## src/rtl/sram_arb_pkg.sv

```systemverilog
// Shared types and constants for the two-port SRAM arbiter.
package sram_arb_pkg;

    typedef enum logic [1:0] {
        IDLE = 2'd0,
        OWN0 = 2'd1,
        OWN1 = 2'd2
    } state_e;

    localparam logic PORT_CPU = 1'b0;
    localparam logic PORT_DMA = 1'b1;

endpackage

```

## src/rtl/sram_arb_fsm.sv

```systemverilog
// Grant state machine: round-robin pointer, bounded lock bursts, registered grants.
module sram_arb_fsm
    import sram_arb_pkg::*;
#(
    parameter int MAX_BURST = 4
) (
    input  logic clk,
    input  logic rst,
    input  logic req0,
    input  logic req1,
    input  logic lock0,
    input  logic lock1,
    output logic gnt0,
    output logic gnt1,
    output logic access0,
    output logic access1
);

    localparam int CNT_W = (MAX_BURST > 1) ? $clog2(MAX_BURST) : 1;
    localparam logic [CNT_W-1:0] BURST_LAST = CNT_W'(MAX_BURST - 1);

    state_e           state_q, state_d;
    logic             rr_ptr_q, rr_ptr_d;
    logic [CNT_W-1:0] burst_cnt_q, burst_cnt_d;
    logic             gnt0_q, gnt0_d;
    logic             gnt1_q, gnt1_d;
    logic             burst_at_max;

    assign access0      = (state_q == OWN0) && req0;
    assign access1      = (state_q == OWN1) && req1;
    assign burst_at_max = (burst_cnt_q == BURST_LAST);
    assign gnt0         = gnt0_q;
    assign gnt1         = gnt1_q;

    always_comb begin
        // NOTE: every variable gets a default before the case so no path can infer a latch.
        state_d     = state_q;
        rr_ptr_d    = rr_ptr_q;
        burst_cnt_d = burst_cnt_q;

        unique case (state_q)
            IDLE: begin
                if (req0 && (!req1 || rr_ptr_q == PORT_CPU)) state_d = OWN0;
                else if (req1)                               state_d = OWN1;
            end
            OWN0: begin
                if (!req0)                                 state_d = req1 ? OWN1 : IDLE;
                else if (req1 && (!lock0 || burst_at_max)) state_d = OWN1;
            end
            OWN1: begin
                if (!req1)                                 state_d = req0 ? OWN0 : IDLE;
                else if (req0 && (!lock1 || burst_at_max)) state_d = OWN0;
            end
            default: state_d = IDLE;
        endcase

        // Saturation lets an uncontested owner keep the grant indefinitely.
        if (state_d != state_q)                          burst_cnt_d = '0;
        else if ((access0 || access1) && !burst_at_max)  burst_cnt_d = burst_cnt_q + CNT_W'(1);

        if (state_d == OWN0)      rr_ptr_d = PORT_DMA;
        else if (state_d == OWN1) rr_ptr_d = PORT_CPU;

        gnt0_d = (state_d == OWN0);
        gnt1_d = (state_d == OWN1);
    end

    // NOTE: sequential state uses non-blocking assignments only; reset is synchronous here.
    always_ff @(posedge clk) begin
        if (rst) begin
            state_q     <= IDLE;
            rr_ptr_q    <= PORT_CPU;
            burst_cnt_q <= '0;
            gnt0_q      <= 1'b0;
            gnt1_q      <= 1'b0;
        end else begin
            state_q     <= state_d;
            rr_ptr_q    <= rr_ptr_d;
            burst_cnt_q <= burst_cnt_d;
            gnt0_q      <= gnt0_d;
            gnt1_q      <= gnt1_d;
        end
    end

endmodule

```

## src/rtl/sram_arbiter.sv

```systemverilog
// Two-master front end for the single-port SRAM: grant FSM plus address/data mux
// and per-port registered read data.
module sram_arbiter
    import sram_arb_pkg::*;
#(
    parameter int WORD_SIZE = 8,
    parameter int ADDR_SIZE = 8,
    parameter int MAX_BURST = 4
) (
    input  logic                 clk,
    input  logic                 rst,
    input  logic                 req0,
    input  logic                 req1,
    input  logic                 we0,
    input  logic                 we1,
    input  logic                 lock0,
    input  logic                 lock1,
    input  logic [ADDR_SIZE-1:0] addr0,
    input  logic [ADDR_SIZE-1:0] addr1,
    input  logic [WORD_SIZE-1:0] wdata0,
    input  logic [WORD_SIZE-1:0] wdata1,
    output logic                 gnt0,
    output logic                 gnt1,
    output logic [WORD_SIZE-1:0] rdata0,
    output logic [WORD_SIZE-1:0] rdata1,
    output logic                 rvalid0,
    output logic                 rvalid1,
    output logic [ADDR_SIZE-1:0] mem_addr,
    output logic [WORD_SIZE-1:0] mem_wdata,
    output logic                 mem_write,
    input  logic [WORD_SIZE-1:0] mem_rdata
);

    logic                 access0, access1;
    logic [WORD_SIZE-1:0] rdata0_q, rdata0_d;
    logic [WORD_SIZE-1:0] rdata1_q, rdata1_d;
    logic                 rvalid0_q, rvalid0_d;
    logic                 rvalid1_q, rvalid1_d;

    sram_arb_fsm #(
        .MAX_BURST (MAX_BURST)
    ) u_fsm (
        .clk     (clk),
        .rst     (rst),
        .req0    (req0),
        .req1    (req1),
        .lock0   (lock0),
        .lock1   (lock1),
        .gnt0    (gnt0),
        .gnt1    (gnt1),
        .access0 (access0),
        .access1 (access1)
    );

    always_comb begin
        mem_addr  = '0;
        mem_wdata = '0;
        if (gnt0) begin
            mem_addr  = addr0;
            mem_wdata = wdata0;
        end else if (gnt1) begin
            mem_addr  = addr1;
            mem_wdata = wdata1;
        end
        // Reset gating keeps an in-flight burst write from landing in memory.
        mem_write = !rst && ((access0 && we0) || (access1 && we1));
    end

    always_comb begin
        rdata0_d  = rdata0_q;
        rdata1_d  = rdata1_q;
        rvalid0_d = 1'b0;
        rvalid1_d = 1'b0;
        if (access0 && !we0) begin
            rdata0_d  = mem_rdata;
            rvalid0_d = 1'b1;
        end
        if (access1 && !we1) begin
            rdata1_d  = mem_rdata;
            rvalid1_d = 1'b1;
        end
    end

    always_ff @(posedge clk) begin
        if (rst) begin
            rdata0_q  <= '0;
            rdata1_q  <= '0;
            rvalid0_q <= 1'b0;
            rvalid1_q <= 1'b0;
        end else begin
            rdata0_q  <= rdata0_d;
            rdata1_q  <= rdata1_d;
            rvalid0_q <= rvalid0_d;
            rvalid1_q <= rvalid1_d;
        end
    end

    assign rdata0  = rdata0_q;
    assign rdata1  = rdata1_q;
    assign rvalid0 = rvalid0_q;
    assign rvalid1 = rvalid1_q;

endmodule

```

## config.mk

```make
export PLATFORM = sky130hd
export DESIGN_NAME = sram_arbiter
export DESIGN_NICKNAME = d
export VERILOG_FILES = /design/src/rtl/sram_arb_pkg.sv /design/src/rtl/sram_arb_fsm.sv /design/src/rtl/sram_arbiter.sv
export SDC_FILE = /design/constraint.sdc
export NUM_CORES = 1
export LEC_CHECK = 0
export ABC_CLOCK_PERIOD_IN_PS = 4880
export CORE_MARGIN = 8
export CORE_UTILIZATION = 39
export CTS_CLUSTER_DIAMETER = 100
export CTS_CLUSTER_SIZE = 12
export DETAILED_ROUTE_END_ITERATION = 16
export PLACE_DENSITY = 0.94
export SYNTH_ARGS = -nofsm -noshare
export SYNTH_HDL_FRONTEND = slang
export SYNTH_HIERARCHICAL = 1
export SYNTH_SLANG_ARGS = --single-unit
```

## constraint.sdc

```tcl
create_clock -name clk -period 4.88 [get_ports clk]
set_input_delay 1.464 -clock clk [delete_from_list [all_inputs] [get_ports clk]]
set_output_delay 1.464 -clock clk [all_outputs]
set_load 0.01 [all_outputs]
```

# Word level (Yosys, flattened, before mapping)
# Cells that the tools add are included.
# W data, S select, Z words.
[op_classes] n_addsub=1 eq_ne=6 mux=17 n_bitwise=1 reduce_logical=26
[op_table] cell="$mux W8" count=4
[op_table] cell="$mux W2" count=7
[op_table] cell="$logic_and A1 B1 Y1" count=11
[op_table] cell="$logic_not A1 Y1" count=7
[op_table] cell="$eq A2 B2 Y1 const B" count=3
[op_table] cell="$pmux W2 S3" count=1
[op_table] cell="$logic_or A1 B1 Y1" count=5
[op_table] cell="$mux W1" count=5
[op_table] cell="$eq A2 B1 Y1 const B" count=2
[op_table] cell="$add A2 B1 Y2 const B" count=1
[op_table] cell="$logic_not A2 Y1" count=1
[op_table] cell="$ne A2 B2 Y1" count=1
[op_table] cell="$reduce_bool A2 Y1" count=1
[op_table] cell="$reduce_or A2 Y1" count=1
[op_table] cell="$not A1 Y1" count=1
[word_totals] ff_bits=25 input_bits=48 word_cells=60

# Logic depth before layout (Yosys ltp)
[logic_depth] word_depth=9 ltp_mapped=8 ltp_nobuf=8

# Modules after synthesis
# The synthesis kept the hierarchy.
[modules_own_cells] mod="sram_arbiter" instances=1 cells_each=93 area_each_um2=934.6 seq_area_each_um2=360.3
[modules_own_cells] mod="sram_arb_fsm" instances=1 cells_each=49 area_each_um2=435.4 seq_area_each_um2=140.1

# Worst setup path after synthesis
# No wires, ideal clock.
[synth_path] path_type="input -> output" startpoint="input req0" endpoint="output mem_write" arrival_time_ps=1898 required_time_ps=3416 path_slack_ps=1518 path_stages=4 cell_sequence="nand3b_1 -> inv_1 -> a22oi_1 -> nor2_1"
[synth_via] elab_chain_len=4
[synth_rtl] item="start: declaration" line="sram_arbiter.sv:12" rtl="input logic req0,"
[synth_rtl] item="$logic_and A1 B1 Y1" line="sram_arb_fsm.sv:29" rtl="assign access0 = (state_q == OWN0) && req0;"
[synth_rtl] item="via access0" line="sram_arbiter.sv:34" rtl="logic access0, access1;"
[synth_rtl] item="$logic_and A1 B1 Y1" line="sram_arbiter.sv:66" rtl="mem_write = !rst && ((access0 && we0) || (access1 && we1));"
[synth_rtl] item="$logic_or A1 B1 Y1" line="sram_arbiter.sv:66"
[synth_rtl] item="$logic_and A1 B1 Y1" line="sram_arbiter.sv:66"
[synth_rtl] item="end: declaration" line="sram_arbiter.sv:30" rtl="output logic mem_write,"
# The timed path passes the listed nets, and every way through them passes these cells.

# Final worst setup path
# Same ends and word-level chain as after synthesis.

==> results by group <==
Global route
  – Largest net degree at the start of global routing: 34
  – First-pass GRT wire length: 6140 µm
  – Initial antenna violation count: 0
  – Tot GR Track Use: 0.138
  – Vias in the first global route: 1304
  – Grt total ovfl: 0

Route
  – Drt first pass iters: 6
  – Routed via count: 1295
  – Routed WL: between 4000 and 5000 µm
  – Routed Antenna Nets: 0
  – DR DRC count: 0
  – Via density: 4.80
  – Iter 0 DRT Violations: 20
  – Routed WL per cell: 15.6 µm

Synthesis
  – Post-synth EDFFs: 0
  – Post-Syn Area: 1370 µm²
  – Largest family of logic cells by synthesized area: simple AND/OR/NAND/NOR gates
  – Adder-cell share of the synthesized area: 0.0274
  – Simple-gate share of the synthesized area: 0.237
  – Yosys warns: 6
  – Synth Area in XOR/XNOR: 0.00639
  – Synthesized Nets: 193
  – Prevailing post-synth register cell: dfxtp_1
  – Async SR Flop Fraction: 0
  – Synth Instances: 142
  – Post-synthesis register bit count: 25
  – Compound-Gate Fraction of Synth Area: 0.178
  – Synth Area per Inst: 9.65 µm²
  – Synth cell types: 30
  – Mux cell area share after synthesis: 0.132
  – Sequential fraction of the synthesis area: 0.365

Worst setup path
  – Worst endpoint data arrival time: 3110 ps
  – Critical Path RT: 3420 ps
  – Worst r2r path cells: 8
  – WP buf/inv: 3
  – Crit path from: req0
  – Worst R2R Setup Slack: 3030 ps
  – CP max stage cell: clkdlybuf4s50_1
  – CP endpoint kind: primary output
  – Critical Path, Cell by Cell: clkdlybuf4s50_1 -> nand3b_1 -> inv_1 -> a22oi_1 -> nor2_1 -> clkdlybuf4s50_1
  – Crit Path Max Fanout: 7
  – Crit-path leading delay family: buffers and inverters
  – Critical path type: primary input to primary output
  – CP max stage delay: 610 ps
  – FF-to-FF End: u_fsm/rr_ptr_q
  – R2R Path Start: u_fsm/burst_cnt_q[0]
  – Cell mode on critical path: clkdlybuf4s50_1
  – CP Launch Type: primary input

CTS
  – Cts repair resizes: 0
  – CTS tree: built
  – CTS HTree Levels: 1
  – CTS root buf: clkbuf_4
  – CTS Sinks: 25
  – CTS buffer count: 3
  – Hold_buf cts: 0
  – CTS max path bufs: 2
  – Clk_lat worst skew: approximately 320 ps
  – Clk slew on worst S/H paths: 150 ps
  – Setup bufs post-CTS: 0

Timing
  – Max-slew headroom: 0.466
  – Final Skew: 14.5 ps
  – Worst slew pin tran: 799 ps
  – Final setup fails: 0
  – F_max: 219 MHz
  – RSZ-0062 raised after global routing: no
  – Period Utilization, post-route: 0.937
  – Period minus WS final: about 4600 ps
  – Max-slew violation count: 0
  – Total negative slack: 0 ps
  – Final Hold Fails: 0

Place
  – Placer Congestion: 0.830
  – Post-detail-place hpwl: 3500 µm
  – IO buf count: 84
  – Dpl cells: 266

Layout
  – Layout cells sized above 1: 0.0938
  – Commonest non-fill, non-tap cells in the layout: clkdlybuf4s50_1, nand2b_1, dfxtp_1
  – Layout Nets: 276
  – Non-Filler Instances: 270
  – Antenna diodes: 0
  – Commonest non-fill, non-tap cell in the layout: clkdlybuf4s50_1
  – Area Growth Syn to Fin: 64.5%

Power
  – Lkg Pwr: 0.899 nW
  – Peak VDD IR: 156 µV
  – P per Cell Area: ~200 nW/µm²

Run status
  – Status: complete, no violations

Floorplan
  – Die H: between 70 and 80 µm
  – Initial core utilization: 0.407
  – Ports: 85
  – Die area: between 5000 and 6000 µm²
  – Core area: 3360 µm²
  – Site Rows: 21
  – DIE WIDTH: 75.3 µm

Flow run
  – # Max-Cap Violations: 0

Hold path
  – Hold Crit Depth: 2
  – Hold Path Sink: rdata0[4]
  – Hold crit path type: flop to flop
  – Worst min-delay path startpoint: rdata0[4]
routing by layer:
layer / vias to the layer above / GRT usage / part of all wire
li1: 655 / - / -
met1: 566 / 0.158 / 0.43
met2: 72 / 0.236 / 0.44
met3: 2 / 0.0573 / 0.13
met4: 0 / 0.0256 / 0.0038
met5: - / 0 / 0
worst max-delay path by stage:
stage | end | depth (start not counted)
3_5_place_dp | mem_write | 6
3_3_place_gp | mem_write | 6
2_1_floorplan | mem_write | 4
5_1_grt | mem_write | 6
6_report | mem_write | 6
4_1_cts | mem_write | 6
worst register-to-register path, stage by stage, from the launching register on:
cell and delay (ps):
dfxtp_1 350, ha_1 240, nand3b_2 240, a22oi_1 200, o21a_1 170, inv_1 50, ha_1 280, mux2i_1 170
nor2_1 50
metrics by stage:
step           hold WS (ps)  worst slack (ps)  utilization  total power [mW]  instance area, µm²
6_report                487               307        0.670             0.451                2250
5_1_grt                 514               222        0.670             0.477                2250
3_5_place_dp            467               332        0.661             0.364                2220
3_3_place_gp            458               365        0.661             0.361                2220
4_1_cts                 489               316        0.670             0.457                2250
2_1_floorplan           465              1520            -             0.286                1370
sequential cells by signal, summed over array words and instances, names as in the netlist:
signal and flops:
u_fsm/burst_cnt_q 2, u_fsm/gnt1 1, rdata1 8, rdata0 8
u_fsm/state_q 2, u_fsm/rr_ptr_q 1, rvalid1 1, rvalid0 1
u_fsm/gnt0 1
area by class of cell:
| type | count | area, µm² |
|---|---|---|
| Clock buffer | 3 | 22.5 |
| Clock inverter | 1 | 7.51 |
| Fill cell | 283 | 1110 |
| Inverter | 6 | 22.5 |
| Multi-Input combinational cell | 104 | 795 |
| Sequential cell | 25 | 500 |
| Tap cell | 46 | 57.6 |
| Timing Repair Buffer | 85 | 848 |
cells in the mapped netlist, types with 2 or more instances:
master,n,share of area
dfxtp_1,25,0.37
a22o_2,10,0.073
nand2_1,4,0.011
o21a_1,2,0.011
buf_6,2,0.016
mux2i_1,18,0.13
a22oi_1,2,0.011
o21ai_0,4,0.015
nand3b_1,2,0.011
inv_1,6,0.016
nor2_1,9,0.025
buf_4,2,0.011
a22o_1,4,0.026
buf_2,3,0.011
ha_1,3,0.027
nand2b_1,29,0.13
nor2b_1,4,0.018
power by group:
part | switching [mW] | leakage, nW | total, mW | internal (mW)
clock network | 0.0618 | 0.0139 | 0.0930 | 0.0312
registers | 0.00973 | 0.203 | 0.221 | 0.211
logic | 0.0484 | 0.682 | 0.137 | 0.0888
kinds of logic (layout without fill, tap and decap cells):
family                   after synthesis  after routing
buffers and inverters                 13             95
AND/OR/NAND/NOR                       54             54
adder cells (fa/ha/maj)                3              3
XOR/XNOR                               1              1
multiplexers                          18             18
AO/OA/AOI/OAI                         28             28
flip-flops                            25             25
No activity file was read; power rests on OpenSTA's default activity.
==> edit: new RTL, same flow settings <==
`ADDR_SIZE`: 8 -> 4.
--- a/src/rtl/sram_arbiter.sv
+++ b/src/rtl/sram_arbiter.sv
@@ -6,3 +6,3 @@
     parameter int WORD_SIZE = 8,
-    parameter int ADDR_SIZE = 8,
+    parameter int ADDR_SIZE = 4,
     parameter int MAX_BURST = 4
Interface: changed (resized addr0, addr1 and mem_addr); port bits go from 85 to 73. No check against the original RTL was run, so the function may have changed too.
==> edit against the unedited design <==
  * Area after synthesis decreased by 3.4%
  * Cell area down 7.3%
  * Maximum frequency increased by 2.9%
  * Via count fell by 6.7%
  * Total power decreased by 5.5%
  * Sequential cell count stayed put
  * Worst setup slack gained 0.13 ns
  * Routed wire length down 15%
  * Cell count fell by 5.6%
==> edit: results (changes against the unedited design) <==
INFO  outcome        status=finished, final reports clean
INFO  timing         clock_skew=0.001619ns [-0.01290 ns]
INFO  critical_path  crit_start=req1
INFO  global_routing gr-usage-met1=0.1410 [-0.01738]
INFO  placement      gp_congestion=0.7732 [-6.9%]
INFO  synthesis      synthesis.area_per_instance=9.663um2 [+0.15%]
INFO  clock_network  worstSkewPairLatency=0.30ns [-0.02 ns]
INFO  drt            drtIter0Drc=46 [+130%]
INFO  global_routing grt_use_total=0.1227 [-0.01574]
INFO  power_and_ir_drop vdd_ir_drop_max=0.2084mV [+34%]
INFO  synthesis      yosys-top-cells-count=sky130_fd_sc_hd__nand2b_1 (28), sky130_fd_sc_hd__dfxtp_1 (25), sky130_fd_sc_hd__mux2i_1 (18), sky130_fd_sc_hd__a22o_1 (10), sky130_fd_sc_hd__nor2_1 (9)
INFO  drt            met2_wirelength=1511um [-18%]
INFO  drt            wirelength=3597um [-15%]
INFO  timing         timing_worst_slew_pin_value=0.7785ns [-0.02081 ns]
INFO  synthesis      synth-seq-area-share=0.3781 [+0.01278]
INFO  critical_path  critical-path-max-stage-delay=0.56ns [-0.05 ns]
INFO  critical_path  critical_path_peak_fanout=5 [-2]
INFO  drt            metal1_wirelength=1532um [-16%]
INFO  placement      port-buffer-count=72 [-14%]
INFO  global_routing grt.met2_usage=0.2002 [-0.03589]
INFO  synthesis      number_of_unique_standard_cell_types_used_by_synthesis=29 [-3.3%]
INFO  power_and_ir_drop internal_power_summed_over_all_cells=0.3188mW [-3.7%]
INFO  finish         layout-drive-gt1-share=0.05263 [-0.04112]
INFO  global_routing grt.met3_usage=0.06873 [+0.01148]
INFO  synthesis      synth_area_leaders=sky130_fd_sc_hd__dfxtp_1 (38%), sky130_fd_sc_hd__mux2i_1 (14%), sky130_fd_sc_hd__nand2b_1 (13%)
INFO  synthesis      syn-num-nets=180 [-6.7%]
INFO  clock_network  number_of_buffers_created_by_cts=3 [unchanged]
INFO  drt            met3WireLength=540um [+2.5%]
INFO  placement      dpl-instance-area=2063um2 [-7.2%]
INFO  placement      post-place-ws=0.4388ns [+0.1072 ns]
INFO  critical_path  cp_data_arrival_time=2.98ns [-0.13 ns]
INFO  drt            avgViaCountPerCell=4.737 [-1.2%]
INFO  drt            dr_total_vias=1,208 [-6.7%]
INFO  finish         num-nets-final=253 [-8.3%]
INFO  min_path       timing.hold.worst.start=rdata0[6]
INFO  synthesis      netlist.area_leader.share=0.3781 [+0.01278]
INFO  placement      hpwlAfterDp=2965um [-15%]
INFO  power_and_ir_drop leakage=0.8451nW [-5.9%]
INFO  global_routing grt_pass1_wl=5388um [-12%]
INFO  drt            drt_pre_antenna_iters=4 [-2]
[edit: changes by cell type after synthesis, sizes merged]
cell  change
a22o      -4
buf       -1
[edit: cells by family after synthesis]
family,synth area share
fa+ha+maj,0.02836
mux,0.1361
xor+xnor,0.006617
buf+inv,0.05765
simple gates,0.2448
flops,0.3781
compound gates,0.1484
[edit: area by class of cell]
class,instances,area [um2]
Fill cell,284,1221
Multi-Input combinational cell,100,747.0
Timing Repair Buffer,74,735.7
Sequential cell,25,500.5
Tap cell,46,57.56
Clock buffer,4,26.28
Inverter,6,22.52
[edit: power by group through the flow]
stage,logic (mW),registers [mW],clock network [mW]
finish,0.120,0.219,0.0871
detailed placement,0.121,0.224,0
global route,0.129,0.221,0.103
CTS,0.121,0.219,0.0935
floorplan,0.0553,0.223,0
global placement,0.118,0.223,0
[edit: worst paths after layout]
check,to,slack (ns),cells past startpoint
max reg2reg,u_fsm/rr_ptr_q,3.00,8
max,mem_write,0.44,6
min reg2reg,rdata0[6],0.48,2
min,rdata0[6],0.48,2
